<file path="src/rtl/mem_arb_pkg.sv">
// Shared types and default widths for the two-port memory arbiter.
package mem_arb_pkg;

  localparam int unsigned ADDR_W_DEF  = 16;
  localparam int unsigned DATA_W_DEF  = 16;
  localparam int unsigned TIMEOUT_DEF = 255;

  typedef enum logic [1:0] {
    ST_IDLE    = 2'd0,
    ST_IF_WAIT = 2'd1,
    ST_DM_WAIT = 2'd2
  } state_e;

  typedef enum logic {
    GNT_IF = 1'b0,
    GNT_DM = 1'b1
  } gnt_e;

endpackage

</file>
<file path="src/rtl/mem_arbiter_rr_pick2.sv">
// Two-way round-robin pick: on a tie the requester not granted last wins.
module rr_pick2
  import mem_arb_pkg::*;
(
  input  logic req_if,
  input  logic req_dm,
  input  gnt_e last_grant,
  output gnt_e grant
);

  always_comb begin
    grant = GNT_IF;
    if (req_if && req_dm) begin
      grant = (last_grant == GNT_IF) ? GNT_DM : GNT_IF;
    end else if (req_dm) begin
      grant = GNT_DM;
    end
  end

endmodule

</file>
<file path="src/rtl/mem_arbiter.sv">
// Arbitrates instruction-fetch and data requests onto one single-outstanding
// memory port, with a completion timeout and sticky error flag.
module mem_arbiter
  import mem_arb_pkg::*;
#(
  parameter int unsigned ADDR_W  = ADDR_W_DEF,
  parameter int unsigned DATA_W  = DATA_W_DEF,
  parameter int unsigned TIMEOUT = TIMEOUT_DEF
) (
  input  logic              clk,
  input  logic              rst,
  input  logic              if_req,
  input  logic [ADDR_W-1:0] if_addr,
  output logic [DATA_W-1:0] if_rdata,
  output logic              if_ready,
  input  logic              dm_req,
  input  logic              dm_we,
  input  logic [ADDR_W-1:0] dm_addr,
  input  logic [DATA_W-1:0] dm_wdata,
  output logic [DATA_W-1:0] dm_rdata,
  output logic              dm_ready,
  output logic              mem_en,
  output logic              mem_we,
  output logic [ADDR_W-1:0] mem_addr,
  output logic [DATA_W-1:0] mem_wdata,
  input  logic [DATA_W-1:0] mem_rdata,
  input  logic              mem_valid,
  output logic              busy,
  output logic              err
);

  localparam int unsigned CNT_W = (TIMEOUT > 1) ? $clog2(TIMEOUT + 1) : 1;

  state_e           state;
  state_e           state_nxt;
  gnt_e             last_grant;
  gnt_e             pick;
  logic [CNT_W-1:0] wait_cnt;
  logic             if_elig;
  logic             dm_elig;
  logic             issue;
  logic             complete;
  logic             expire;

  // A requester whose ready is high this cycle is masked to avoid re-issuing.
  assign if_elig = if_req && !if_ready;
  assign dm_elig = dm_req && !dm_ready;

  rr_pick2 u_pick (
    .req_if     (if_elig),
    .req_dm     (dm_elig),
    .last_grant (last_grant),
    .grant      (pick)
  );

  always_ff @(posedge clk) begin
    if (rst) begin
      state <= ST_IDLE;
    end else begin
      state <= state_nxt;
    end
  end

  always_comb begin
    state_nxt = state;
    issue     = 1'b0;
    complete  = 1'b0;
    expire    = 1'b0;
    case (state)
      ST_IDLE: begin
        if (if_elig || dm_elig) begin
          issue     = 1'b1;
          state_nxt = (pick == GNT_DM) ? ST_DM_WAIT : ST_IF_WAIT;
        end
      end
      ST_IF_WAIT, ST_DM_WAIT: begin
        if (mem_valid) begin
          complete  = 1'b1;
          state_nxt = ST_IDLE;
        end else if (wait_cnt == CNT_W'(TIMEOUT - 1)) begin
          expire    = 1'b1;
          state_nxt = ST_IDLE;
        end
      end
      default: state_nxt = ST_IDLE;
    endcase
  end

  // Command latch, completion capture and status flags.
  always_ff @(posedge clk) begin
    if (rst) begin
      last_grant <= GNT_IF;
      wait_cnt   <= '0;
      mem_en     <= 1'b0;
      mem_we     <= 1'b0;
      mem_addr   <= '0;
      mem_wdata  <= '0;
      if_ready   <= 1'b0;
      dm_ready   <= 1'b0;
      if_rdata   <= '0;
      dm_rdata   <= '0;
      busy       <= 1'b0;
      err        <= 1'b0;
    end else begin
      mem_en   <= issue;
      if_ready <= complete && (state == ST_IF_WAIT);
      dm_ready <= complete && (state == ST_DM_WAIT);
      busy     <= (state_nxt != ST_IDLE);
      if (expire) begin
        err <= 1'b1;
      end
      if (issue) begin
        last_grant <= pick;
        wait_cnt   <= '0;
        if (pick == GNT_DM) begin
          mem_we    <= dm_we;
          mem_addr  <= dm_addr;
          mem_wdata <= dm_wdata;
        end else begin
          mem_we    <= 1'b0;
          mem_addr  <= if_addr;
          mem_wdata <= '0;
        end
      end else if (state != ST_IDLE) begin
        wait_cnt <= wait_cnt + CNT_W'(1);
      end
      if (complete && (state == ST_IF_WAIT)) begin
        if_rdata <= mem_rdata;
      end
      if (complete && (state == ST_DM_WAIT) && !mem_we) begin
        dm_rdata <= mem_rdata;
      end
    end
  end

endmodule

</file>
<file path="config.mk">
export PLATFORM = sky130hd
export DESIGN_NAME = mem_arbiter
export DESIGN_NICKNAME = d
export VERILOG_FILES = /design/src/rtl/mem_arb_pkg.sv /design/src/rtl/mem_arbiter_rr_pick2.sv /design/src/rtl/mem_arbiter.sv
export SDC_FILE = /design/constraint.sdc
export NUM_CORES = 1
export LEC_CHECK = 0
export ABC_AREA = 1
export BUFFER_PORTS_ARGS = -buffer_cell sky130_fd_sc_hd__buf_2
export CAP_MARGIN = 10
export CORE_MARGIN = 4
export CORE_UTILIZATION = 53
export CTS_BUF_LIST = sky130_fd_sc_hd__clkbuf_4 sky130_fd_sc_hd__clkbuf_8
export DETAILED_ROUTE_END_ITERATION = 16
export GPL_ROUTABILITY_DRIVEN = 0
export PLACE_DENSITY = 0.9
export SETUP_SLACK_MARGIN = 0.15
export SLEW_MARGIN = 40
export SYNTH_ARGS = -nofsm -noshare
export SYNTH_HDL_FRONTEND = slang
export SYNTH_SLANG_ARGS = --single-unit
</file>
<file path="constraint.sdc">
create_clock -name clk -period 2.5 [get_ports clk]
set_input_delay 0.25 -clock clk [delete_from_list [all_inputs] [get_ports clk]]
set_output_delay 0.25 -clock clk [all_outputs]
set_load 0.02 [all_outputs]
</file>
==> out/metrics.csv, run 1 <==
stage,metric,value,unit
power_and_ir_drop,clock power share,0.332,
detailed_routing,via count,3186,
sta,unrepaired setup endpoints after global routing,false,
clock_network,H-tree level count,3,
clock_network,"Reg clk slew, reported paths",90,ps
sta,Clock Skew,9.48,ps
final_layout,fraction of layout cells with a size suffix above 1,0.311,
final_layout,# diodes,0,
die,core area,0.00596,mm^2
sta,Worst Tran Pin Value,516,ps
grt,largest net degree at the start of global routing,37,
worst_setup_path,worst path bufs/invs,2,
clock_network,root buffer cell,clkbuf_8,
worst_setup_path,Worst Setup End Kind,register,
synthesis,Synth cell types,31,
worst_setup_path,WP depth,6,
worst_hold_path,Min-Delay Path Depth,3,
clock_network,CTS buffer count,9,
sta,relative slew slack,0.655,
synthesis,Gate Count Post-Synth,436,
clock_network,Resized Gates After CTS,0,
power_and_ir_drop,Pwr Total,2.94,mW
synthesis,Syn Std Cell Area,0.00328,mm^2
worst_setup_path,"Max FO, Critical Path",18,
final_layout,area delta synth->final,26.6,%
detailed_routing,WL per Instance,12.5,um
grt,vias in the first global route,3045,
sta,final hold vios,0,
worst_setup_path,R2R setup slack,650,ps
detailed_routing,vias per cell,4.90,
worst_setup_path,Slowest cell on crit path,dfxtp_1,
placed_design,PortBufs,139,
die,Vert. Die Dim,86.6,um
worst_setup_path,worst r2r src,state[1]$_SDFF_PP0_,
detailed_routing,WL final,8110,um
die,die width,86.6,um
synthesis,fraction of the yosys area taken by sequential cells,0.495,
power_and_ir_drop,Internal,2.07,mW
synthesis,flip-flop and latch count after synthesis,81,
sta,final slew viol count,0,
clock_network,TritonCTS clock tree,built,
final_layout,fin nets,646,
worst_hold_path,hold path start,dm_wdata[1],
detailed_routing,"antenna viol nets, final",0,
clock_network,# hold bufs at CTS,0,
power_and_ir_drop,Lkg Pwr,2.23,nW
power_and_ir_drop,Net Sw Power,0.867,mW
worst_setup_path,FF-to-FF path depth,6,
power_and_ir_drop,Max IR drop VDD,500,uV
sta,"Setup violations, final",0,
run_status,status,completed,
worst_setup_path,cell family with most CP delay,simple AND/OR/NAND/NOR gates,
sta,post-layout min period,1850,ps
die,I/O Pins,140,
worst_setup_path,Critical Path RT,2740,ps
power_and_ir_drop,Comb pwr share,0.180,
sta,maximum clock rate,540,MHz
job,Max Cap Violations,0,
power_and_ir_drop,switch share,0.295,
die,cell row count,28,
grt,grt total ovfl,0,
worst_setup_path,CP max stage delay,390,ps
grt,first-pass GRT wire length,13000,um
detailed_routing,1st-pass router iterations,4,
clock_network,Post-CTS Setup Inserts,0,
final_layout,Fillers,504,
detailed_routing,DRT iter0 DRCs,97,
worst_setup_path,CP Class,register to register,
die,Starting Density,0.550,
clock_network,clock buffer depth,2,
grt,GRT Total Usage,0.215,
worst_hold_path,HP Class,primary input to register,
sta,Final Cycle Share,0.741,
worst_setup_path,CP Cell Sequence,inv_1 -> ha_1 -> nand2_1 -> inv_1 -> nor2_1 -> nor2_1,
power_and_ir_drop,Pwr Density,708,mW/mm^2
clock_network,clk_lat worst skew,350,ps
synthesis,syn_nets,512,
worst_setup_path,WP data arrival,2090,ps
grt,initial antenna violation count,0,
worst_setup_path,CP startpoint kind,register,
worst_setup_path,Worst Setup SP,state[1]$_SDFF_PP0_,
power_and_ir_drop,Seq pwr share,0.488,
synthesis,Synth Warn #,0,
clock_network,CTS Sinks,81,
die,Die Footprint,0.00750,mm^2
sta,setup TNS,0,ps
detailed_routing,drt drc,0,
synthesis,syn_area_per_cell,7.52,um^2
placed_design,DPL Wire Length,5950,um
[through the flow]
stage               hold WS [ps]  cells  instance area (um^2)  setup slack (ps)  utilization
floorplan                    322    436                  3280              1080            -
global placement             432    634                  3940               834        0.662
detailed placement           436    634                  3940               732        0.662
CTS                         66.5    650                  4150               658        0.696
global route                80.7    650                  4150               477        0.696
finish                      81.1    650                  4150               647        0.696
[per-layer routing]
layer  share of wire  vias to the layer above  GRT usage  wire length [um]
met3            0.11                       21     0.0694               867
met5               0                        -          0                 0
met1            0.39                     1421      0.249              3200
li1                -                     1605          -                 -
met2            0.47                      139      0.361              3830
met4           0.027                        0     0.0963               216
[path summary, 6_finish.rpt]
| check | endpoint |
|---|---|
| setup / recovery | if_rdata[12]$_SDFFE_PP0P_ |
| hold / removal | mem_wdata[1]$_SDFFE_PP0P_ |
| setup reg to reg | if_rdata[12]$_SDFFE_PP0P_ |
| hold reg to reg | mem_wdata[8]$_SDFFE_PP0P_ |
[kinds of logic (layout without fill, tap and decap cells)]
logic type,count (synthesis),in the layout,share of synthesized area
buffers and inverters,51,190,0.0809
adder cells (fa/ha/maj),6,6,0.0229
flip-flops,81,81,0.495
XOR/XNOR,1,1,0.00267
AND/OR/NAND/NOR,244,244,0.306
AO/OA/AOI/OAI,53,53,0.0924
[worst register-to-register path, stage by stage, from the launching register on]
cell,delay (ps)
dfxtp_1,390
inv_1,100
ha_1,190
nand2_1,390
inv_1,380
nor2_1,210
nor2_1,80
[area by class of cell]
type,instances,area (um^2),area share
clock buffer,11,145,0.0350
clock inverter,5,62.6,0.0151
inverter,35,139,0.0335
multi-input combinational,304,1390,0.335
sequential,81,1620,0.391
tap,75,93.8,0.0226
timing repair buffer,139,696,0.168
[flip-flops by register name, indices dropped and copies added (netlist names)]
signal	flops
if_rdata	16
mem_en	1
state	2
mem_we	1
wait_cnt	8
mem_addr	16
busy	1
last_grant	1
if_ready	1
dm_ready	1
mem_wdata	16
dm_rdata	16
err	1
[power by group through the flow]
| stage | sequential [mW] | combinational, mW | clock, mW |
|---|---|---|---|
| after floorplan | 1.57 | 0.256 | 0 |
| after global placement | 1.46 | 0.514 | 0 |
| after detailed placement | 1.46 | 0.530 | 0 |
| after CTS | 1.43 | 0.535 | 1.00 |
| after global routing | 1.44 | 0.587 | 1.05 |
| final | 1.43 | 0.529 | 0.975 |
[cell usage after synthesis, drive strengths merged]
library cell / instances / area share
nor2: 101 / 0.12
ha: 6 / 0.023
xor2: 1 / 0.0027
nor3: 3 / 0.0046
a21oi: 2 / 0.0031
nand2: 133 / 0.16
dfxtp: 81 / 0.49
nand4: 1 / 0.0019
inv: 34 / 0.040
o211ai: 1 / 0.0023
clkinv: 1 / 0.0027
buf: 11 / 0.032
clkbuf: 5 / 0.0061
o21a: 1 / 0.0023
o21ai: 48 / 0.082
nand3: 6 / 0.015
o21bai: 1 / 0.0023
[layout by cell type (no fill, tap or decap), drive strengths merged]
master    instances
clkinvlp          2
buf             139
dfxtp            81
nand4             1
nand3             6
o21a              1
nor3              3
o21bai            1
inv              35
nand2           133
a21oi             2
bufinv            1
o21ai            48
o211ai            1
xor2              1
nor2            101
clkinv            2
ha                6
clkbuf           11
(Power assumes the default switching activity.)
==> run 2, diff against run 1 <==
CORE_UTILIZATION = 44   (was 53)
PLACE_DENSITY = 0.8   (was 0.9)
clock period = 1.67 ns   (was 2.5 ns; I/O delays follow)
==> run 2 against run 1 <==
- utilization decreased by 10 points
- critical path depth up 1
- first-iteration DRC count fell by 7.2%
- via count shrank 1.5%
- fmax up 30%
- global-route usage fell by 3.4 points
- hold slack lost 69 ps
- flip-flop and latch count did not move
- combinational power increased by 58%
- clock skew grew 2.0 ps
==> out/metrics.csv, run 2 (synthesis results as in run 1) <==
stage,metric,value,unit
clock_network,H-tree level count,3,
final_layout,fraction of layout cells with a size suffix above 1,0.329,
clock_network,clock buffer depth,2,
worst_setup_path,Slowest cell on crit path,dfxtp_4,
final_layout,final core occ,0.592,
placed_design,DPL Wire Length,6010,um
final_layout,"most common cell after layout, fill and taps aside",buf_2,
clock_network,CTS buffer count,9,
worst_setup_path,worst path bufs/invs,2,
worst_hold_path,hold path start,dm_wdata[14],
placed_design,PortBufs,139,
sta,unrepaired setup endpoints after global routing,true,
power_and_ir_drop,Pwr Density,1030,mW/mm^2
worst_setup_path,WP data arrival,1700,ps
die,I/O Pins,140,
sta,maximum clock rate,701,MHz
worst_setup_path,CP Class,register to register,
clock_network,"Reg clk slew, reported paths",90,ps
detailed_routing,via count,3138,
final_layout,area delta synth->final,31.0,%
sta,setup TNS,0,ps
sta,final hold vios,0,
die,Die Footprint,0.00889,mm^2
die,cell row count,31,
die,core area,0.00725,mm^2
detailed_routing,drt drc,0,
grt,largest net degree at the start of global routing,37,
die,Starting Density,0.452,
sta,Min Hold Slack,11.8,ps
grt,vias in the first global route,2981,
sta,Worst Tran Pin Value,477,ps
power_and_ir_drop,Lkg Pwr,2.28,nW
clock_network,root buffer cell,clkbuf_8,
run_status,status,completed,
grt,first-pass GRT wire length,13000,um
detailed_routing,DRT iter0 DRCs,90,
worst_setup_path,CP startpoint kind,register,
grt,GRT Total Usage,0.181,
detailed_routing,1st-pass router iterations,4,
clock_network,TritonCTS clock tree,built,
die,Vert. Die Dim,94.3,um
grt,initial antenna violation count,0,
worst_hold_path,HP Class,primary input to register,
grt,grt total ovfl,0,
job,Max Cap Violations,0,
worst_setup_path,cell family with most CP delay,flip-flops,
detailed_routing,vias per cell,4.59,
detailed_routing,"antenna viol nets, final",0,
final_layout,Fillers,698,
sta,post-layout min period,1430,ps
final_layout,fin nets,656,
final_layout,most frequent cells in the layout,"139 x buf_2, 126 x nand2_1, 98 x nor2_1",
sta,final slew viol count,0,
sta,relative slew slack,0.681,
worst_setup_path,worst r2r src,state[1]$_SDFF_PP0_,
sta,Clock Skew,11.5,ps
detailed_routing,WL final,8220,um
clock_network,clk_lat worst skew,340,ps
worst_setup_path,CP max stage delay,370,ps
sta,Final Cycle Share,0.855,
clock_network,CTS Sinks,81,
die,die width,94.3,um
worst_setup_path,Worst Setup End Kind,register,
power_and_ir_drop,Max IR drop VDD,558,uV
detailed_routing,WL per Instance,12.0,um
worst_setup_path,Critical Path RT,1940,ps
worst_setup_path,CP Cell Sequence,inv_1 -> ha_4 -> nand3_4 -> nor2_4 -> buf_4 -> o21ai_0 -> nor2_1,
final_layout,# diodes,0,
sta,"Setup violations, final",0,
worst_setup_path,Worst Setup SP,state[1]$_SDFF_PP0_,
worst_setup_path,"Max FO, Critical Path",6,
==> run 2: changes by cell type in the layout (fill, tap and decap cells not counted), sizes merged <==
cell,previous run,this run
buf,139,147
inv,35,36
clkbuf,11,10
dlygate4sd3,0,2
clkinvlp,2,1
==> run 2: power breakdown <==
part	switching, mW	leakage, nW	internal [mW]
Combinational	0.530	1.52	0.305
Clock	0.708	0.0989	0.734
Sequential	0.0740	0.662	2.07
==> run 2: layer usage <==
metal,routed length (um),share of wire,up-vias,track usage
met1,3460,0.42,1393,0.204
met2,3790,0.46,114,0.313
met5,0,0,-,0
met3,879,0.11,9,0.0689
li1,-,-,1622,-
met4,99,0.012,0,0.0602
==> run 2: area by class of cell <==
| type | instances | area [um^2] | share of cell area |
|---|---|---|---|
| timing repair buffer | 149 | 779 | 0.182 |
| sequential | 81 | 1630 | 0.379 |
| inverter | 35 | 144 | 0.0335 |
| clock inverter | 5 | 63.8 | 0.0149 |
| clock buffer | 10 | 138 | 0.0321 |
| multi-input combinational | 304 | 1420 | 0.330 |
| tap | 99 | 124 | 0.0289 |
==> run 2: path summary, 6_finish.rpt <==
check | endpoint | slack [ps] | cells after the start
worst max register to register | dm_rdata[9]$_SDFFE_PP0P_ | 240 | 7
worst min register to register | mem_wdata[1]$_SDFFE_PP0P_ | 450 | 2
worst max-delay path | dm_rdata[9]$_SDFFE_PP0P_ | 240 | 7
worst min-delay path | mem_wdata[14]$_SDFFE_PP0P_ | 10 | 3
==> run 2: stage by stage <==
step	std cells	power [mW]	area (um^2)	setup WS, ps
CTS	679	4.43	4240	173
finish	683	4.42	4290	243
global placement	661	2.96	3990	161
detailed placement	661	2.98	3990	41.2
global route	683	4.66	4290	135
floorplan	436	2.73	3280	252
==> run 2: what timing repair did <==
item                                   in CTS  in global routing
pin swaps                                   1                  3
hold buffers                                2                  0
resized for setup                           6                  7
gates cloned                                0                  1
buffers inserted                            1                  3
endpoints found under the hold margin       2                  0
setup endpoints to repair                  46                 53
==> run 2: worst min-delay path, delay by kind of cell <==
family | cells | cell delay, ps
AND/OR/NAND/NOR | 2 | 90
buffers and inverters | 1 | 70
==> run 3, diff against run 2 <==
ABC_AREA = default   (was 1)
CELL_PAD_IN_SITES_DETAIL_PLACEMENT = 0   (was default)
CELL_PAD_IN_SITES_GLOBAL_PLACEMENT = 1   (was default)
CORE_UTILIZATION = 31   (was 44)
PLACE_DENSITY = 0.79   (was 0.8)
==> run 3 against run 2 <==
- via count shrank 8.5%
- non-clock buffer count rose by 4
- register-to-register slack about the same
- critical endpoint is now mem_addr[4]$_SDFFE_PP0P_
- synthesized area is 4.8% lower
- cell area is 0.90% lower
==> out/metrics.csv, run 3 <==
stage,metric,value,unit
die,cell row count,36,
worst_setup_path,Slowest cell on crit path,dfxtp_4,
placed_design,pre-CTS setup slack,97.6,ps
grt,initial antenna violation count,0,
sta,"Setup violations, final",0,
synthesis,post-synth top area cell,dfxtp_1,
grt,largest net degree at the start of global routing,39,
power_and_ir_drop,Pwr Total,4.48,mW
worst_setup_path,Worst Setup End Kind,register,
detailed_routing,DRT iter0 DRCs,94,
power_and_ir_drop,Max IR drop VDD,532,uV
clock_network,root buffer cell,clkbuf_8,
worst_setup_path,Worst R2R End,mem_addr[4]$_SDFFE_PP0P_,
synthesis,top-area cell type share of the netlist area,0.520,
grt,GRT Total Usage,0.138,
clock_network,H-tree level count,3,
synthesis,most common cell in the netlist,nand2_1,
clock_network,clock buffer depth,2,
synthesis,fraction of the yosys area taken by sequential cells,0.520,
run_status,status,completed,
worst_hold_path,hold path start,dm_wdata[0],
synthesis,synth top area cells,"dfxtp_1 52%, nand2_1 12%, a21oi_1 5.5%",
final_layout,area delta synth->final,36.3,%
grt,vias in the first global route,2704,
worst_setup_path,CP Cell Sequence,inv_2 -> ha_4 -> o21a_4 -> buf_12 -> nor2_1 -> a311oi_1,
synthesis,commonest cells in the netlist,"98 x nand2_1, 81 x dfxtp_1, 34 x a21oi_1",
detailed_routing,WL per Instance,13.2,um
worst_setup_path,Critical Path RT,1930,ps
detailed_routing,"antenna viol nets, final",0,
power_and_ir_drop,Pwr Density,1050,mW/mm^2
worst_setup_path,worst path bufs/invs,2,
worst_setup_path,FF-to-FF path depth,6,
clock_network,CTS buffer count,9,
sta,post-layout min period,1420,ps
final_layout,"most common cell after layout, fill and taps aside",buf_2,
synthesis,syn_nets,424,
synthesis,flip-flop and latch count after synthesis,81,
sta,final slew viol count,0,
sta,Worst Tran Pin Value,419,ps
placed_design,DP Cell Count,607,
synthesis,ys async rst share,0,
clock_network,clk_lat worst skew,350,ps
worst_setup_path,"Max FO, Critical Path",33,
sta,relative slew slack,0.720,
synthesis,"Primary FF master, synth",dfxtp_1,
final_layout,Finished Layout Cells,628,
final_layout,fraction of layout cells with a size suffix above 1,0.388,
synthesis,number of flops mapped to enable cells by yosys,0,
placed_design,placed cell area,0.00395,mm^2
sta,Clock Skew,12.1,ps
sta,Final Cycle Share,0.852,
sta,setup TNS,0,ps
clock_network,"Reg clk slew, reported paths",100,ps
clock_network,TritonCTS clock tree,built,
job,Max Cap Violations,0,
worst_hold_path,Min-Delay Path Depth,2,
die,Vert. Die Dim,108,um
worst_setup_path,CP max stage delay,370,ps
die,Die Footprint,0.0117,mm^2
die,die width,108,um
die,core area,0.00977,mm^2
synthesis,Syn Std Cell Area,0.00312,mm^2
sta,setup slack after layout,248,ps
power_and_ir_drop,Lkg Pwr,1.91,nW
worst_hold_path,HP Class,primary input to register,
sta,final hold vios,0,
detailed_routing,drt drc,0,
synthesis,Synth Warn #,0,
worst_hold_path,end of the worst hold path,mem_wdata[0]$_SDFFE_PP0P_,
worst_setup_path,R2R setup slack,250,ps
synthesis,syn_area_per_cell,8.97,um^2
worst_setup_path,cell family with most CP delay,compound AO/OA/AOI/OAI gates,
synthesis,Synth cell types,40,
worst_setup_path,worst r2r src,state[0]$_SDFF_PP0_,
worst_setup_path,WP data arrival,1680,ps
grt,first-pass GRT wire length,12900,um
die,Starting Density,0.319,
placed_design,PortBufs,139,
detailed_routing,1st-pass router iterations,4,
detailed_routing,WL final,8260,um
detailed_routing,vias per cell,4.57,
detailed_routing,via count,2870,
worst_setup_path,CP startpoint kind,register,
die,I/O Pins,140,
final_layout,# diodes,0,
sta,unrepaired setup endpoints after global routing,false,
final_layout,Fillers,1012,
grt,grt total ovfl,0,
clock_network,CTS Sinks,81,
placed_design,DPL Wire Length,6080,um
synthesis,Gate Count Post-Synth,348,
final_layout,fin nets,566,
sta,maximum clock rate,703,MHz
final_layout,design area,0.00425,mm^2
worst_setup_path,CP Class,register to register,
final_layout,most frequent cells in the layout,"139 x buf_2, 98 x nand2_1, 79 x dfxtp_1",
==> run 3: cell types whose count changed after synthesis, sizes merged, moves of 2 or more <==
| cell | delta |
|---|---|
| o21ai | -45 |
| clkbuf | +3 |
| nor2b | +4 |
| a21oi | +33 |
| buf | +3 |
| nand3 | -3 |
| a311oi | +16 |
| nand2 | -34 |
| or2 | +2 |
| xnor2 | +4 |
| xor2 | +2 |
| a22o | +17 |
| inv | -31 |
| nor2 | -68 |
==> run 3: worst max-delay path by stage <==
| stage | from | end | slack (ps) | depth (start not counted) |
|---|---|---|---|---|
| finish | state[0]$_SDFF_PP0_ | mem_addr[4]$_SDFFE_PP0P_ | 250 | 6 |
| global route | state[0]$_SDFF_PP0_ | mem_addr[5]$_SDFFE_PP0P_ | 160 | 6 |
| CTS | state[0]$_SDFF_PP0_ | busy$_SDFF_PP0_ | 180 | 6 |
| detailed placement | state[0]$_SDFF_PP0_ | mem_wdata[7]$_SDFFE_PP0P_ | 100 | 4 |
| global placement | state[0]$_SDFF_PP0_ | mem_wdata[4]$_SDFFE_PP0P_ | 140 | 4 |
| floorplan | state[1]$_SDFF_PP0_ | dm_rdata[10]$_SDFFE_PP0P_ | 160 | 8 |
==> run 3: final cells by class <==
cell class                 instances  area, um^2  share of cell area
tap                              133         166              0.0391
sequential                        81        1630               0.382
multi-input combinational        242        1400               0.328
inverter                           3        11.3             0.00265
clock inverter                     7        87.6              0.0206
clock buffer                       9         124              0.0291
timing repair buffer             153         843               0.198
==> run 3: worst reg2reg max path, cell delays in order (launching register included) <==
cell and delay (ps):
dfxtp_4 370, inv_2 80, ha_4 200, o21a_4 190
buf_12 180, nor2_1 70, a311oi_1 250
==> run 3: repair_timing <==
| action | 4_1_cts | 5_1_grt |
|---|---|---|
| setup endpoints to repair | 43 | 43 |
| pin swaps | 0 | 2 |
| setup buffers | 1 | 2 |
| hold endpoints to repair | 1 | 1 |
| hold buffers | 1 | 1 |
| gates resized for setup | 3 | 4 |
==> run 3: stage by stage <==
stage / hold WS [ps] / utilization
after floorplan: 292 / -
after global placement: 377 / 0.404
after detailed placement: 379 / 0.404
after CTS: 0.0567 / 0.429
after global routing: 10.8 / 0.435
final: 19.9 / 0.435
==> run 3: cell families (layout without fill, tap and decap cells) <==
| logic type | Yosys count | after routing | share of synthesized area |
|---|---|---|---|
| compound gates | 78 | 78 | 0.175 |
| xor+xnor | 7 | 7 | 0.0196 |
| fa+ha+maj | 6 | 6 | 0.0241 |
| buf+inv | 25 | 172 | 0.0469 |
| flops | 81 | 81 | 0.520 |
| simple gates | 151 | 151 | 0.215 |
==> run 3: power by group <==
group	switching [mW]	internal [mW]	leakage (nW)	total, mW
combinational	0.489	0.350	1.15	0.839
sequential	0.0663	2.06	0.662	2.12
clock	0.801	0.719	0.0996	1.52
total	1.36	3.13	1.91	4.48
==> run 3: layer usage <==
metal  part of all wire  track usage
met1               0.43        0.173
met4              0.015       0.0514
met5                  0            0
met2               0.47        0.223
met3              0.082       0.0418
